==> config.mk <==
export PLATFORM = sky130hd
export DESIGN_NAME = camera_ctrl
export DESIGN_NICKNAME = d
export VERILOG_FILES = /design/src/rtl/camera_ctrl.sv
export SDC_FILE = /design/constraint.sdc
export NUM_CORES = 1
export LEC_CHECK = 0
export CAP_MARGIN = 20
export CORE_MARGIN = 2
export CORE_UTILIZATION = 45
export DETAILED_ROUTE_END_ITERATION = 8
export PLACE_DENSITY = 0.81
export SYNTH_ARGS = -nofsm -noshare
export SYNTH_HDL_FRONTEND = slang
export SYNTH_SLANG_ARGS = --single-unit
==> constraint.sdc <==
create_clock -name Clk -period 1.87 [get_ports Clk]
set_input_delay 0.374 -clock Clk [delete_from_list [all_inputs] [get_ports Clk]]
set_output_delay 0.374 -clock Clk [all_outputs]
set_load 0.05 [all_outputs]
==> src/rtl/camera_ctrl.sv <==
`default_nettype none
// ============================================================================
// Module   : camera_ctrl
// Purpose  : Capture sequencer for the pixel array. It runs exposure/readout
//            through the timer and owns the user exposure-time setting.
// Option   : define CAMERA_CTRL_BTN_SYNC_EN to add 2-flop button synchronizers
// Revision : 1.0 - initial release
// ============================================================================
module camera_ctrl #(
    parameter int EXP_W     = 5,
    parameter int EXP_MIN   = 2,
    parameter int EXP_MAX   = 30,
    parameter int EXP_RESET = 15
) (
    input  logic             Clk,
    input  logic             Reset,
    input  logic             Init,
    input  logic             Exposure,
    input  logic             Exp_increase,
    input  logic             Exp_decrease,
    input  logic             Ovf5,
    input  logic             Ovf4,
    output logic             Initial,
    output logic             Start,
    output logic [EXP_W-1:0] Exp_time,
    output logic             Erase,
    output logic             Expose,
    output logic             NRE_1,
    output logic             NRE_2,
    output logic             ADC,
    output logic             Busy
);

    localparam logic [EXP_W-1:0] c_exp_min   = EXP_MIN[EXP_W-1:0];
    localparam logic [EXP_W-1:0] c_exp_max   = EXP_MAX[EXP_W-1:0];
    localparam logic [EXP_W-1:0] c_exp_reset = EXP_RESET[EXP_W-1:0];

    typedef enum logic [2:0] {
        S_IDLE     = 3'd0,
        S_EXP_LOAD = 3'd1,
        S_EXPOSE   = 3'd2,
        S_RD_LOAD  = 3'd3,
        S_READ     = 3'd4
    } state_t;

    logic w_init, w_exp, w_inc, w_dec;

`ifdef CAMERA_CTRL_BTN_SYNC_EN
    logic [3:0] r_sync1_q, r_sync2_q;

    always_ff @(posedge Clk) begin
        if (Reset) begin
            r_sync1_q <= 4'b0000;
            r_sync2_q <= 4'b0000;
        end else begin
            r_sync1_q <= {Init, Exposure, Exp_increase, Exp_decrease};
            r_sync2_q <= r_sync1_q;
        end
    end

    assign {w_init, w_exp, w_inc, w_dec} = r_sync2_q;
`else
    assign {w_init, w_exp, w_inc, w_dec} = {Init, Exposure, Exp_increase, Exp_decrease};
`endif

    logic r_exp_prev_q, r_inc_prev_q, r_dec_prev_q;
    logic w_rise_exp, w_rise_inc, w_rise_dec;

    assign w_rise_exp = w_exp & ~r_exp_prev_q;
    assign w_rise_inc = w_inc & ~r_inc_prev_q;
    assign w_rise_dec = w_dec & ~r_dec_prev_q;

    state_t           r_state_q, w_state_d;
    logic [2:0]       r_step_q, w_step_d;
    logic [EXP_W-1:0] r_exp_time_q, w_exp_time_d;
    logic r_initial_q, r_start_q, r_erase_q, r_expose_q;
    logic r_nre1_q, r_nre2_q, r_adc_q, r_busy_q;
    logic w_initial_d, w_start_d, w_erase_d, w_expose_d;
    logic w_nre1_d, w_nre2_d, w_adc_d, w_busy_d;

    always_comb begin
        w_state_d    = r_state_q;
        w_step_d     = r_step_q;
        w_exp_time_d = r_exp_time_q;

        if (w_init) begin
            w_state_d = S_IDLE;
            w_step_d  = 3'd0;
        end else begin
            case (r_state_q)
                S_IDLE: begin
                    if (w_rise_exp)
                        w_state_d = S_EXP_LOAD;
                    // simultaneous increase and decrease cancel out
                    if (w_rise_inc && !w_rise_dec && r_exp_time_q < c_exp_max)
                        w_exp_time_d = r_exp_time_q + 1'b1;
                    else if (w_rise_dec && !w_rise_inc && r_exp_time_q > c_exp_min)
                        w_exp_time_d = r_exp_time_q - 1'b1;
                end
                S_EXP_LOAD: w_state_d = S_EXPOSE;
                S_EXPOSE: begin
                    if (Ovf5)
                        w_state_d = S_RD_LOAD;
                end
                S_RD_LOAD: begin
                    w_state_d = S_READ;
                    w_step_d  = 3'd0;
                end
                S_READ: begin
                    if (Ovf4) begin
                        if (r_step_q == 3'd7) begin
                            w_state_d = S_IDLE;
                            w_step_d  = 3'd0;
                        end else begin
                            w_step_d = r_step_q + 3'd1;
                        end
                    end
                end
                default: begin
                    w_state_d = S_IDLE;
                    w_step_d  = 3'd0;
                end
            endcase
        end
    end

    // Outputs are decoded from the next state so they register alongside it.
    always_comb begin
        w_erase_d   = (w_state_d == S_IDLE);
        w_expose_d  = (w_state_d == S_EXP_LOAD) || (w_state_d == S_EXPOSE);
        w_initial_d = (w_state_d == S_EXP_LOAD) || (w_state_d == S_RD_LOAD);
        w_start_d   = (w_state_d == S_EXPOSE)   || (w_state_d == S_READ);
        w_busy_d    = (w_state_d != S_IDLE);
        w_nre1_d    = 1'b1;
        w_nre2_d    = 1'b1;
        w_adc_d     = 1'b0;
        if (w_state_d == S_READ) begin
            case (w_step_d)
                3'd0, 3'd2: w_nre1_d = 1'b0;
                3'd1: begin
                    w_nre1_d = 1'b0;
                    w_adc_d  = 1'b1;
                end
                3'd4, 3'd6: w_nre2_d = 1'b0;
                3'd5: begin
                    w_nre2_d = 1'b0;
                    w_adc_d  = 1'b1;
                end
                default: ;
            endcase
        end
    end

    always_ff @(posedge Clk) begin
        if (Reset) begin
            r_state_q    <= S_IDLE;
            r_step_q     <= 3'd0;
            r_exp_time_q <= c_exp_reset;
            r_exp_prev_q <= 1'b0;
            r_inc_prev_q <= 1'b0;
            r_dec_prev_q <= 1'b0;
            r_initial_q  <= 1'b0;
            r_start_q    <= 1'b0;
            r_erase_q    <= 1'b1;
            r_expose_q   <= 1'b0;
            r_nre1_q     <= 1'b1;
            r_nre2_q     <= 1'b1;
            r_adc_q      <= 1'b0;
            r_busy_q     <= 1'b0;
        end else begin
            r_state_q    <= w_state_d;
            r_step_q     <= w_step_d;
            r_exp_time_q <= w_exp_time_d;
            r_exp_prev_q <= w_exp;
            r_inc_prev_q <= w_inc;
            r_dec_prev_q <= w_dec;
            r_initial_q  <= w_initial_d;
            r_start_q    <= w_start_d;
            r_erase_q    <= w_erase_d;
            r_expose_q   <= w_expose_d;
            r_nre1_q     <= w_nre1_d;
            r_nre2_q     <= w_nre2_d;
            r_adc_q      <= w_adc_d;
            r_busy_q     <= w_busy_d;
        end
    end

    assign Initial  = r_initial_q;
    assign Start    = r_start_q;
    assign Exp_time = r_exp_time_q;
    assign Erase    = r_erase_q;
    assign Expose   = r_expose_q;
    assign NRE_1    = r_nre1_q;
    assign NRE_2    = r_nre2_q;
    assign ADC      = r_adc_q;
    assign Busy     = r_busy_q;

endmodule
`default_nettype wire

==> results by group <==
Layout
  • Fin nets: 153
  • Ant. Diodes: 0
  • Layout area overhead: 35.5%
  • Layout cells sized above 1: 0.246

Critical path
  • CP Max Fanout: 1
  • Data arrival time of the critical path: 1410 ps
  • CP bufs+invs: 1
  • WS Path Type: reg -> out
  • CP max stage cell: clkdlybuf4s50_1
  • Startpoint Class: flip-flop
  • Critical Path Max Stage Delay: 790 ps
  • Crit-path cells: clkdlybuf4s50_1
  • Cell family with most CP delay: buffers and inverters
  • Worst EP required: 1500 ps
  • Critical Path Sink Type: primary output

Drt
  • Via density: 5.37
  • Routed WL per cell: 13.1 µm
  • Routed Antenna Nets: 0
  • Drt drc: 0
  • Drt total wl: 2.17 mm
  • First drt pass iteration count: 4
  • Initial DRC Count: 18
  • Vias: 891

STA
  • Final Hold Violating Endpoints: 0
  • Slew margin rel.: 0.668
  • Max-slew violations: 0
  • Worst hold slack: 448 ps
  • Skew final: 0.824 ps
  • Max Clk Rate: 0.559 GHz
  • Fin crit share: 0.957
  • Slew of the pin with the lowest slew margin: 497 ps
  • RSZ-0062 raised after global routing: yes
  • Post-route minimum period: 1790 ps
  • Setup violators final: 0

Synth
  • Syn Nets: 122
  • Synth area leader: dfxtp_1
  • Asr flop ratio synth: 0
  • Top cells by area, synth: dfxtp_1, ha_1, nor2b_1, a21oi_1, a211o_1
  • Syn Inst Count: 108
  • Post-synth top area share: 0.421
  • Synth unique cells: 33
  • Avg Cell Area, Syn: 9.70 µm²
  • Ys Warns: 0
  • Number of synthesized flops with an enable pin: 0
  • Most frequent cell after synthesis: dfxtp_1
  • Syn Std Cell Area: 1050 µm²
  • Flops & latches, synth: 22
  • Most frequent cells after synthesis: dfxtp_1, a21oi_1, nor2b_1
  • Ys flop type: dfxtp_1
  • Seq/Total Area, Yosys: 0.421

Global route
  • GRT Util Overall: 0.187
  • Global-route wire length before repair: 3.82 mm
  • Number of global-route vias before repair: 864
  • Initial antenna violation count: 0
  • GRT overflow: 0
  • Largest net degree at the start of global routing: 14

Clock network
  • CTS Sinks: 22
  • CTS Buf Count: 3
  • Clock latency on the worst-skew pair: 290 ps
  • H-tree depth: 1
  • Clock-pin slew on the worst setup and hold paths: 110 ps
  • Hold buffers post-CTS: 0
  • CTS root buf: clkbuf_4
  • CTS max path bufs: 2
  • TritonCTS clock tree: done

Floorplan
  • DIE WIDTH: 52.2 µm
  • CORE AREA: 2210 µm²
  • Die Y-Extent: 52.2 µm
  • Initial Util: 0.473
  • Area of the die: 2730 µm²
  • Cell Rows: 17
  • Num ports: 21

Pwr
  • P per Cell Area: 686 nW/µm²
  • Total Power: 974 µW
  • Peak supply drop: 428 µV
  • Leak: 0.000553 µW

Hold path
  • Hold WC Path Type: in -> reg

Placement
  • GPL Wtd Cong: 0.744
  • Detailed placement HPWL: 1.61 mm
  • PortBufs: 20

Run
  • Maxcap violations: 0

Outcome
  • Status: complete, no violations
[cells in the final DEF, fill, tap and decap left out, drive strengths merged]
cell           instances
clkinv                 1
nand2                  2
a21oi                 10
buf                   15
nand3b                 1
o31ai                  1
nand3                  4
and3b                  1
clkbuf                 3
nor2b                 10
o21bai                 1
or3                    2
o21ai                  3
xnor2                  3
fa                     1
or2                    2
dfxtp                 22
a2111oi                2
clkdlybuf4s50         13
xor2                   1
a22oi                  1
ha                     5
nand4                  2
inv                    2
dlymetal6s2s           1
a21o                   5
a211o                  5
nor2                   3
nor3                   4
nand2b                 5
mux2i                  1
a211oi                 3
nor4                   1
dlygate4sd2            2
[where the power goes]
| part | internal [µW] | switching (µW) | leakage, µW |
|---|---|---|---|
| combinational | 118 | 140 | 0.000357 |
| sequential | 489 | 19.8 | 0.000181 |
| clock | 77.7 | 130 | 0.0000154 |
| total | 684 | 290 | 0.000553 |
[logic make-up after synthesis]
kind of cell | after synthesis | share of synthesized area
flip-flops | 22 | 0.421
XOR/XNOR | 4 | 0.0335
adder cells (fa/ha/maj) | 6 | 0.0789
AO/OA/AOI/OAI | 31 | 0.217
AND/OR/NAND/NOR | 37 | 0.215
multiplexers | 1 | 0.00956
buffers and inverters | 7 | 0.0251
[cell type report]
type / instances / area, µm²
inverter: 2 / 7.51
sequential: 22 / 459
clock inverter: 1 / 3.75
tap: 28 / 35.0
timing repair buffer: 31 / 273
fill: 201 / 793
multi-input combinational: 79 / 618
clock buffer: 3 / 22.5
[flip-flops by register name (all words and copies together), names as in the netlist]
| name | cells |
|---|---|
| NRE_2 | 1 |
| r_step_q | 3 |
| Start | 1 |
| ADC | 1 |
| r_state_q | 3 |
| Initial | 1 |
| Exp_time | 5 |
| r_dec_prev_q | 1 |
| Busy | 1 |
| r_inc_prev_q | 1 |
| NRE_1 | 1 |
| Expose | 1 |
| Erase | 1 |
| r_exp_prev_q | 1 |
[routing by layer]
layer | wire length, µm | GRT usage
met1 | 1020 | 0.249
met2 | 1080 | 0.310
met3 | 70 | 0.0257
met4 | 0 | 0.0641
met5 | 0 | 0
[final timing paths]
check | from | cells past startpoint | slack (ps) | to
worst min register to register | r_step_q[2]$_SDFF_PP0_ | 3 | 560 | NRE_2$_SDFF_PP1_
worst max register to register | Exp_time[3]$_SDFFE_PP1P_ | 8 | 100 | Exp_time[4]$_SDFFE_PP0P_
worst min-delay path | Exp_increase | 2 | 450 | r_inc_prev_q$_SDFF_PP0_
worst max-delay path | ADC$_SDFF_PP0_ | 1 | 80 | ADC
[stage by stage]
stage	setup WS, ps	area, µm²	instances	TNS, ps	utilization
2_1_floorplan	5.11	1080	108	0	-
3_3_place_gp	-447	1370	161	-2210	0.617
3_5_place_dp	-521	1370	161	-2620	0.617
4_1_cts	3.50	1410	166	0	0.635
5_1_grt	-8.77	1420	166	-8.77	0.641
6_report	81.2	1420	166	0	0.641
[timing repair]
action,4_1_cts,5_1_grt
gates resized for setup,4,3
setup endpoints to repair,5,5
pin swaps,6,1
gates cloned,0,0
buffers inserted,1,0
Note: power is estimated with default switching activity, not from simulation.
